## src/rtl/reg_dump_reader.sv

```systemverilog
// -----------------------------------------------------------------------------
// reg_dump_reader
//
// Purpose:
//   Walks a register file from FIRST_REG to LAST_REG through a combinational
//   read port and streams each register out as one valid/ready beat that
//   carries its value and index. An optional trailing checksum beat can be
//   compiled in.
//
// Parameters:
//   FIRST_REG - first register index dumped (5-bit)
//   LAST_REG  - last register index dumped; FIRST_REG > LAST_REG is illegal
//
// Configuration macro:
//   REG_DUMP_CHECKSUM_EN - when defined, every accepted register beat is XORed
//                          into a 32-bit checksum. The checksum goes out as one
//                          extra beat (index 0, out_last=1) after LAST_REG.
//
// Ports:
//   clk       in   clock, all state changes on the rising edge
//   rst       in   asynchronous active-high reset
//   start     in   request a dump (only looked at while idle)
//   rf_addr   out  register-file read address (non-zero only while fetching)
//   rf_rd     in   register-file read data for rf_addr, same cycle
//   out_valid out  output beat valid
//   out_ready in   consumer accepts the beat
//   out_data  out  beat payload
//   out_index out  register index of the beat
//   out_last  out  final beat of the dump
//   busy      out  high in every state except IDLE
//   done      out  one-cycle pulse after the final beat is accepted
// -----------------------------------------------------------------------------
module reg_dump_reader #(
    parameter logic [4:0] FIRST_REG = 5'd0,
    parameter logic [4:0] LAST_REG  = 5'd31
) (
    input  logic        clk,
    input  logic        rst,
    input  logic        start,
    output logic [4:0]  rf_addr,
    input  logic [31:0] rf_rd,
    output logic        out_valid,
    input  logic        out_ready,
    output logic [31:0] out_data,
    output logic [4:0]  out_index,
    output logic        out_last,
    output logic        busy,
    output logic        done
);

    typedef enum logic [2:0] {
        IDLE,
        FETCH,
        SEND,
        CSUM,
        DONE
    } state_t;

    state_t     state;
    logic [4:0] ptr;

`ifdef REG_DUMP_CHECKSUM_EN
    logic [31:0] checksum;
`endif

    // Single registered FSM. Every output is a flop. rf_addr is loaded with
    // the pointer value on the edge that enters FETCH, so the read port sees
    // the right address for the whole FETCH cycle. It is cleared again on
    // the edge that leaves FETCH.
    always_ff @(posedge clk or posedge rst) begin
        if (rst) begin
            state     <= IDLE;
            ptr       <= 5'd0;
            rf_addr   <= 5'd0;
            out_valid <= 1'b0;
            out_data  <= 32'd0;
            out_index <= 5'd0;
            out_last  <= 1'b0;
            busy      <= 1'b0;
            done      <= 1'b0;
`ifdef REG_DUMP_CHECKSUM_EN
            checksum  <= 32'd0;
`endif
        end else begin
            case (state)
                IDLE: begin
                    done      <= 1'b0;
                    out_valid <= 1'b0;
                    if (start) begin
                        ptr     <= FIRST_REG;
                        rf_addr <= FIRST_REG;
                        busy    <= 1'b1;
`ifdef REG_DUMP_CHECKSUM_EN
                        checksum <= 32'd0;
`endif
                        state   <= FETCH;
                    end
                end

                FETCH: begin
                    out_data  <= rf_rd;
                    out_index <= ptr;
`ifdef REG_DUMP_CHECKSUM_EN
                    out_last  <= 1'b0;
`else
                    out_last  <= (ptr == LAST_REG);
`endif
                    out_valid <= 1'b1;
                    rf_addr   <= 5'd0;
                    state     <= SEND;
                end

                // The payload registers are only written on a handshake, so
                // they stay stable while the consumer stalls.
                SEND: begin
                    if (out_ready) begin
`ifdef REG_DUMP_CHECKSUM_EN
                        checksum <= checksum ^ out_data;
`endif
                        if (ptr < LAST_REG) begin
                            ptr       <= ptr + 5'd1;
                            rf_addr   <= ptr + 5'd1;
                            out_valid <= 1'b0;
                            state     <= FETCH;
                        end else begin
`ifdef REG_DUMP_CHECKSUM_EN
                            // The checksum register does not yet include
                            // this last beat, so fold it in here.
                            // out_valid stays high into the checksum beat.
                            out_data  <= checksum ^ out_data;
                            out_index <= 5'd0;
                            out_last  <= 1'b1;
                            state     <= CSUM;
`else
                            out_valid <= 1'b0;
                            out_last  <= 1'b0;
                            done      <= 1'b1;
                            state     <= DONE;
`endif
                        end
                    end
                end

`ifdef REG_DUMP_CHECKSUM_EN
                CSUM: begin
                    if (out_ready) begin
                        out_valid <= 1'b0;
                        out_last  <= 1'b0;
                        done      <= 1'b1;
                        state     <= DONE;
                    end
                end
`endif

                DONE: begin
                    done  <= 1'b0;
                    busy  <= 1'b0;
                    state <= IDLE;
                end

                default: begin
                    state     <= IDLE;
                    out_valid <= 1'b0;
                    busy      <= 1'b0;
                    done      <= 1'b0;
                    rf_addr   <= 5'd0;
                end
            endcase
        end
    end

endmodule

```

## config.mk

```make
export PLATFORM = sky130hd
export DESIGN_NAME = reg_dump_reader
export DESIGN_NICKNAME = d
export VERILOG_FILES = /design/src/rtl/reg_dump_reader.sv
export SDC_FILE = /design/constraint.sdc
export NUM_CORES = 1
export LEC_CHECK = 0
export CAP_MARGIN = 20
export CORE_MARGIN = 2
export CORE_UTILIZATION = 35
export CTS_CLUSTER_DIAMETER = 80
export DETAILED_ROUTE_END_ITERATION = 12
export HOLD_SLACK_MARGIN = 0.1
export PLACE_DENSITY = 0.65
export REMOVE_ABC_BUFFERS = 1
export SKIP_LAST_GASP = 1
export SLEW_MARGIN = 20
export SYNTH_ARGS = -nofsm -noshare
export SYNTH_HDL_FRONTEND = slang
export SYNTH_SLANG_ARGS = --single-unit
```

## constraint.sdc

```tcl
create_clock -name clk -period 1.9 [get_ports clk]
set_input_delay 0.19 -clock clk [delete_from_list [all_inputs] [get_ports clk]]
set_output_delay 0.19 -clock clk [all_outputs]
set_load 0.005 [all_outputs]
```

==> results.yml, run 1 <==
status:
  status: "complete, no violations"
routing:
  antenna_left: 0
  vias_per_cell: 4.78
  drtIter0Drc: 73
  drc: 0
  wl_per_cell_um: 14.5
  dr.pass1.iters: 4
  wl_um: 4610
  num_vias: 1514
sta:
  period_needed_ns: 1.57
  rsz0062_at_grt: "false"
  tightest_slew_ns: 0.437
  relSlewSlack_pct: 70.8
  period_share_pct: 82.9
  setup_viol: 0
  slew_viol_final: 0
  max_freq_mhz: 635
  finalClockSkew_ns: 0.00642
  hold_violations: 0
  tns_ns: 0
  final.setup.worst_slack_ns: 0.325
logic_synthesis:
  syn_inst: 154
  synth_ff_type: "dfrtp_1"
  synth_edf_count: 0
  synthXorXnorAreaFrac_pct: 0.768
  yosys.area_share.adder_pct: 1.10
  synthArstFlopShare_pct: 100
  synth_seq_cells: 54
  synth_top_family_by_area: "multiplexers"
  synth-seq-area-share_pct: 59.3
  synth_mux_area_share_pct: 21.9
  yosysUniqueCellTypes: 31
  synth_compound_area_share_pct: 6.97
  synth_warnings: 0
  syn_avg_cell_area_um2: 14.8
  yosys.area_share.simple_pct: 6.59
  syn-cell-area_um2: 2280
power:
  seq_power_share_pct: 41.3
  pwr-share-comb_pct: 44.4
  power_mw: 4.55
  ir_drop_mv: 0.675
  power.switching_mw: 1.26
  p_leak_nw: 1.43
  power.density_nw_per_um2: 1390
  p_int_mw: 3.29
  p_clk_share_pct: 14.2
  swShare_pct: 27.7
floorplanning:
  dieHeight_um: 84.7
  coreArea_um2: 6310
  io_pins: 82
  fp-row-count: 29
  die-area_um2: 7170
  initial_core_util_pct: 36.1
  dieWidth_um: 84.7
clock_tree:
  cts_resized: 0
  cts_buffers: 5
  cts_tree: "done"
  cts_setup_buffers: 0
  h-tree-depth: 2
  clk_pin_slew_ns: 0.09
  ctsLongestPathBuffers: 2
  holdBufCountCts: 0
  clock_sinks: 54
  clk_latency_ns: 0.30
  cts-root-buf: "clkbuf_8"
final_layout:
  syn2layout_area_growth_pct: 43.7
  layout-drive-gt1-share_pct: 24.2
  final_cell_mix: "clkdlybuf4s50_1, dfrtp_1, mux2_4, mux2_2, nor2_1"
  fin_nets: 277
  mostFrequentLayoutCell: "clkdlybuf4s50_1"
  diodes: 0
worst_setup_path:
  cp_slowest_stage_delay_ns: 0.53
  worst_path_max_delay_cell: "dfrtp_1"
  worstPathRequired_ns: 2.09
  cp-start-kind: "flip-flop"
  worstPathMaxFanout: 11
  reg2reg_depth: 4
  r2r_slack_ns: 0.33
  worstSetupPathType: "flip-flop to flip-flop"
  crit_chain: "nand2b_4 > nor2_4 > buf_4 > mux2_2"
  r2r_start: "state[1]"
  cp-end-kind: "flip-flop"
  worstPathArrival_ns: 1.77
  r2r-end: "out_data[30]"
worst_hold_path:
  hold_class: "input pin to asynchronous set/reset pin"
grt:
  grt_start_max_net_pins: 55
  grt_pass1_wl_um: 7900
  grt.overflow.total: 0
  antenna_found_initial: 0
  grt_pass1_vias: 1568
  grtUsageTotal_pct: 13.8
place:
  io_buffers: 81
  routabilityCongestion: 0.837
  hpwl_um: 3230
  post-place-ws_ns: 0.297
job:
  drv_cap: 0
-- state kept, by name, indices dropped and copies added, names as in the netlist --
name,flops
ptr,5
out_last,1
busy,1
out_data,32
out_valid,1
state,3
out_index,5
done,1
rf_addr,5
-- power by group through the flow --
stage	logic, mW	registers, mW	clock network (mW)
after detailed placement	2.05	1.91	0
final	2.02	1.88	0.648
after global routing	2.19	1.96	0.723
after floorplan	0.939	1.91	0
after CTS	2.06	1.89	0.685
after global placement	2.03	1.89	0
-- cells by family (layout without fill, tap and decap cells) --
group                      Yosys count  in the layout
muxes                               38             38
AOI/OAI and AO/OA                   21             21
DFF                                 54             54
buffers and inverters               12             98
and+or+nand+nor                     25             25
adders and majority gates            2              2
xor gates and xnor gates             2              2
-- cells in the mapped netlist, types with 4 or more instances --
cell type  count  share of area (%)
a31o_2         4                1.5
buf_6          4                2.0
dfrtp_1       54                 59
inv_1          6               0.99
mux2_2        19                9.4
mux2_4        19                 13
nand2_1        6               0.99
nor2_1         7                1.2
o21ai_0        5                1.1
-- per-layer routing --
metal | up-vias | global-route usage (%) | wire length [um]
met3 | 8 | 4.42 | 305
li1 | 716 | - | -
met2 | 49 | 20.7 | 2090
met1 | 741 | 19.2 | 2130
met4 | 0 | 4.33 | 89
met5 | - | 0 | 0
-- metrics by stage --
stage	hold slack, ns	area, um^2	cells	utilization (%)
2_1_floorplan	0.338	2220	148	-
3_3_place_gp	0.489	3180	309	50.4
3_5_place_dp	0.493	3180	309	50.4
4_1_cts	0.269	3280	317	51.9
5_1_grt	0.280	3280	317	51.9
6_report	0.252	3280	317	51.9
-- critical path: cells and delay by family (launching register included) --
kind	cells	cell delay, ns
AND/OR/NAND/NOR	2	0.33
flip-flops	1	0.53
buffers and inverters	1	0.25
multiplexers	1	0.35
-- final cells by class --
cell class | instances | area [um^2]
fill | 573 | 3040
timing repair buffer | 84 | 858
multi-input combinational | 88 | 856
clock inverter | 1 | 5.00
tap | 77 | 96.3
sequential | 54 | 1350
inverter | 6 | 22.5
clock buffer | 7 | 86.3
-- how the worst max path moves through the flow --
stage / from / slack (ns) / end / cells past startpoint
after floorplan: state[1] / -0.58 / out_data[15] / 3
final: state[1] / 0.33 / out_data[30] / 4
after global routing: state[1] / 0.19 / ptr[4] / 4
after detailed placement: out_ready / 0.30 / rf_addr[2] / 5
after CTS: state[1] / 0.33 / out_data[30] / 4
after global placement: out_ready / 0.33 / rf_addr[2] / 5
Note: power is estimated with default switching activity, not from simulation.
==> inputs of run 2 (changes only) <==
--- a/config.mk
+++ b/config.mk
@@ -11,7 +11,7 @@
 export CTS_CLUSTER_DIAMETER = 80
 export DETAILED_ROUTE_END_ITERATION = 12
 export HOLD_SLACK_MARGIN = 0.1
-export PLACE_DENSITY = 0.65
+export PLACE_DENSITY = 0.68
 export REMOVE_ABC_BUFFERS = 1
 export SKIP_LAST_GASP = 1
 export SLEW_MARGIN = 20
==> constraint.sdc (replaced) <==
create_clock -name clk -period 1.3 [get_ports clk]
set_input_delay 0.13 -clock clk [delete_from_list [all_inputs] [get_ports clk]]
set_output_delay 0.13 -clock clk [all_outputs]
set_load 0.005 [all_outputs]
==> run 2 against run 1 <==
Net effect: the run now ends with setup timing left; register-to-register slack worse by 0.44 ns; final cell count up 12%; power is 59% higher; utilization grew 7.4 points; largest cell class unchanged.
==> results.yml, run 2 (synthesized netlist as in run 1, its figures left out) <==
worst_hold_path:
  hold_class: "input pin to asynchronous set/reset pin"
final_layout:
  fin_nets: 315
  final_cell_area_um2: 3740
  final_cell_mix: "dfrtp_1, clkdlybuf4s50_1, dlygate4sd2_1, buf_4"
  mostFrequentLayoutCell: "dfrtp_1"
  largest_reg_flops: 32
  layout-drive-gt1-share_pct: 40.3
  fin_cells: 355
  diodes: 0
  max_flop_register: "out_data"
  syn2layout_area_growth_pct: 64.1
clock_tree:
  ctsLongestPathBuffers: 2
  h-tree-depth: 2
  cts_tree: "done"
  cts-root-buf: "clkbuf_8"
  holdBufCountCts: 0
  cts_buffers: 5
  clk_latency_ns: 0.30
  clk_pin_slew_ns: 0.10
  clock_sinks: 54
grt:
  grt_start_max_net_pins: 29
  groute.layer.met3.usage_pct: 4.52
  grtUsageTotal_pct: 14.7
  antenna_found_initial: 0
  grt_pass1_wl_um: 8380
  grt_use_met2_pct: 24.3
  grt_pass1_vias: 1721
  grt_util_met1_pct: 19.1
  gr-max-usage-layer: "met2"
  grt.overflow.total: 0
power:
  power.density_nw_per_um2: 1930
  p_leak_nw: 1.86
  ir_drop_mv: 1.07
routing:
  wl_um: 5400
  wl_per_cell_um: 15.2
  num_vias: 1673
  drc: 0
  dr.pass1.iters: 4
  vias_per_cell: 4.71
  drtIter0Drc: 52
  antenna_left: 0
place:
  dp.cells: 328
  io_buffers: 81
  hpwl_um: 3460
  routabilityCongestion: 0.799
  place_area_um2: 3330
sta:
  setup_viol: 48
  finalClockSkew_ns: 0.00633
  period_share_pct: 109
  final.setup.worst_slack_ns: -0.118
  max_freq_mhz: 705
  period_needed_ns: 1.42
  hold-worst-slack_ns: 0.144
  rsz0062_at_grt: "true"
  tightest_slew_ns: 0.337
  hold_violations: 0
  slew_viol_final: 0
  relSlewSlack_pct: 77.5
floorplanning:
  initial_core_util_pct: 36.1
  dieWidth_um: 84.7
  die-area_um2: 7170
  coreArea_um2: 6310
  fp-row-count: 29
  io_pins: 82
  dieHeight_um: 84.7
worst_setup_path:
  worst_path_max_delay_cell: "dfrtp_1"
  cp_num_buf_inv: 2
  reg2reg_depth: 5
  worstPathRequired_ns: 1.49
  path_delay_family: "flip-flops"
  worstSetupPathType: "flip-flop to flip-flop"
  worstPathMaxFanout: 7
  cp_slowest_stage_delay_ns: 0.41
  crit_chain: "nand2b_4 > nor2_4 > buf_4 > buf_16 > mux2_2"
  cp-start-kind: "flip-flop"
  r2r_start: "state[1]"
  r2r-end: "out_index[4]"
  cp-end-kind: "flip-flop"
  r2r_slack_ns: -0.12
  worstPathArrival_ns: 1.61
job:
  drv_cap: 0
status:
  status: "finished with violations"
  violations: "setup timing"
-- run 2: metrics by stage --
stage	worst slack, ns	util [%]	TNS (ns)	total power [mW]
floorplan	-1.18	-	-50.88	4.17
global placement	-0.186	52.7	-4.29	5.91
detailed placement	-0.230	52.7	-5.14	5.98
CTS	-0.115	56.0	-2.53	6.97
global route	-0.168	59.2	-6.18	7.67
finish	-0.118	59.2	-3.58	7.21
-- run 2: where the power goes --
part	switching, mW	internal, mW	total [mW]
logic	1.21	2.38	3.59
clock network	0.519	0.431	0.951
registers	0.349	2.33	2.67
-- run 2: tightest hold or removal path, cell delays in order --
cell and delay [ns]:
clkdlybuf4s50_1 0.41, inv_2 0.08, buf_12 0.19
-- run 2: area by class of cell --
| type | instances | area [um^2] |
|---|---|---|
| flip-flops and latches | 54 | 1350 |
| clock buffers | 7 | 86.3 |
| fillers | 536 | 2570 |
| multi-input cells | 88 | 951 |
| well taps | 77 | 96.3 |
| inverters | 6 | 22.5 |
| repair buffers | 122 | 1220 |
| clock inverters | 1 | 5.00 |
-- run 2: worst max path at each step --
stage               from           end  depth (start not counted)
5_1_grt         state[1]  out_data[30]                          5
3_3_place_gp   out_ready        ptr[1]                          4
6_report        state[1]  out_index[4]                          5
4_1_cts         state[1]  out_data[30]                          5
3_5_place_dp   out_ready        ptr[4]                          5
2_1_floorplan   state[1]  out_data[15]                          3
-- run 2: routing by layer --
metal  vias to the layer above  share of wire (%)
met3                         5                5.6
met1                       828                 44
li1                        791                  -
met2                        49                 50
met4                         0               0.76
met5                         -                  0
-- run 2: timing repair --
| action | in CTS | in global routing |
|---|---|---|
| cloned | 1 | 2 |
| endpoints found under the setup margin | 79 | 62 |
| pin swaps | 8 | 7 |
| setup buffers | 8 | 8 |
| resized for setup | 48 | 29 |
==> inputs of run 3 (changes only) <==
--- a/config.mk
+++ b/config.mk
@@ -7,11 +7,11 @@
 export LEC_CHECK = 0
 export CAP_MARGIN = 20
 export CORE_MARGIN = 2
-export CORE_UTILIZATION = 35
+export CORE_UTILIZATION = 40
 export CTS_CLUSTER_DIAMETER = 80
 export DETAILED_ROUTE_END_ITERATION = 12
 export HOLD_SLACK_MARGIN = 0.1
-export PLACE_DENSITY = 0.68
+export PLACE_DENSITY = 0.76
 export REMOVE_ABC_BUFFERS = 1
 export SKIP_LAST_GASP = 1
 export SLEW_MARGIN = 20
==> run 3 against run 2 <==
Net effect: sequential share of layout area down 0.11 points; the run still ends with setup timing left; largest cell class unchanged; power grew 2.5%; global-route usage up 3.1 points; critical path depth is the same; hold slack improved by 0.015 ns; non-clock buffer count is 4 higher; final area rose by 0.30%; wire length grew 4.0%; clock-buffer cell count unchanged; sequential power is essentially flat; register-to-register slack about the same; die area shrank 12%.
==> results.yml, run 3 (synthesized netlist as in run 1, its figures left out) <==
floorplanning:
  dieWidth_um: 79.5
  initial_core_util_pct: 41.4
  dieHeight_um: 79.5
  die-area_um2: 6320
  coreArea_um2: 5510
  io_pins: 82
  fp-row-count: 27
routing:
  drtIter0Drc: 46
  num_vias: 1706
  vias_per_cell: 4.82
  wl_um: 5610
  antenna_left: 0
  wl_per_cell_um: 15.9
  dr.pass1.iters: 4
  drc: 0
final_layout:
  fin_nets: 319
  n_fill_cell: 420
  largest_reg_flops: 32
  multi_input_area_um2: 953
  syn2layout_area_growth_pct: 64.5
  final_core_util_pct: 68.1
  diodes: 0
  final_cell_mix: "dfrtp_1, dlygate4sd2_1, clkdlybuf4s50_1, buf_4, mux2_4"
  max_flop_register: "out_data"
  fin_cells: 354
  final_cell_area_um2: 3750
  layout-drive-gt1-share_pct: 39.0
  regArea_um2: 1350
  mostFrequentLayoutCell: "dfrtp_1"
place:
  place_area_um2: 3330
  routabilityCongestion: 0.793
  io_buffers: 81
  dp.cells: 323
  hpwl_um: 3430
  post-place-ws_ns: -0.225
power:
  seq_power_share_pct: 36.3
  p_leak_nw: 1.90
  power_mw: 7.39
  ir_drop_mv: 0.955
  pwr-share-comb_pct: 50.9
  power.switching_mw: 2.12
  swShare_pct: 28.7
  power.density_nw_per_um2: 1970
  p_clk_share_pct: 12.8
  p_int_mw: 5.27
grt:
  groute.layer.met3.usage_pct: 5.32
  grt_start_max_net_pins: 35
  grt_pass1_vias: 1740
  grt_util_met1_pct: 22.4
  grt_pass1_wl_um: 8540
  grt_use_met2_pct: 29.2
  grtUsageTotal_pct: 17.7
  antenna_found_initial: 0
  grt.overflow.total: 0
  gr-max-usage-layer: "met2"
worst_setup_path:
  cp-start-kind: "flip-flop"
  worstPathMaxFanout: 7
  crit_chain: "nand2b_4 > nor2_4 > buf_6 > clkbuf_16 > mux2_2"
  worstPathArrival_ns: 1.61
  cp-end-kind: "flip-flop"
  worstPathRequired_ns: 1.49
  worst_path_max_delay_cell: "dfrtp_1"
  worstSetupPathType: "flip-flop to flip-flop"
  cp_slowest_stage_delay_ns: 0.42
sta:
  hold_violations: 0
  tns_ns: -3.25
  slew_viol_final: 0
  rsz0062_at_grt: "true"
  setup_viol: 43
  tightest_slew_ns: 0.257
  max_freq_mhz: 707
  period_share_pct: 109
  relSlewSlack_pct: 82.9
  finalClockSkew_ns: 0.00477
  period_needed_ns: 1.41
  hold-worst-slack_ns: 0.159
  final.setup.worst_slack_ns: -0.114
clock_tree:
  ctsLongestPathBuffers: 2
  clk_latency_ns: 0.31
  holdBufCountCts: 0
  h-tree-depth: 2
  cts-root-buf: "clkbuf_8"
  cts_tree: "done"
  clk_pin_slew_ns: 0.09
  cts_buffers: 5
  clock_sinks: 54
status:
  status: "finished with violations"
  violations: "setup timing"
worst_hold_path:
  hold_class: "input pin to asynchronous set/reset pin"
job:
  drv_cap: 0
run 3: critical path, delay by kind of cell, from the launching register on:
family / cells / cell delay [ns]
DFF: 1 / 0.42
and+or+nand+nor: 2 / 0.27
buffers and inverters: 2 / 0.28
muxes: 1 / 0.33
run 3: worst paths after layout:
kind,startpoint,end,slack (ns),cells after the start
max in group asynchronous,rst,out_data[12],0.94,3
max reg2reg,state[1],out_data[26],-0.11,5
min in group clk,rf_rd[30],out_data[30],0.43,2
min reg2reg,out_data[2],out_data[2],0.51,1
max,state[1],out_data[26],-0.11,5
min,rst,ptr[4],0.16,3
run 3: repair_timing:
| item | 4_1_cts | 5_1_grt |
|---|---|---|
| gates cloned | 1 | 2 |
| pin swaps | 6 | 7 |
| buffers inserted | 10 | 10 |
| setup endpoints to repair | 83 | 60 |
| gates resized for setup | 46 | 32 |
run 3: final cells by class:
class	instances	area share, %
Inverter	6	0.600
Clock inverter	1	0.133
Clock buffer	7	2.30
Tap cell	72	2.40
Multi-Input combinational cell	88	25.4
Sequential cell	54	36.1
Timing Repair Buffer	126	33.1
run 3: power by group through the flow:
stage	clock (mW)	sequential (mW)	combinational (mW)
final	0.948	2.68	3.76
after global routing	1.07	2.76	4.03
after CTS	0.996	2.66	3.30
after detailed placement	0	2.71	3.24
after global placement	0	2.68	3.20
after floorplan	0	2.79	1.37
run 3: routing by layer:
| layer | wire, um | part of all wire [%] |
|---|---|---|
| met5 | 0 | 0 |
| met1 | 2340 | 42 |
| met4 | 88 | 1.6 |
| met3 | 355 | 6.3 |
| met2 | 2830 | 50 |
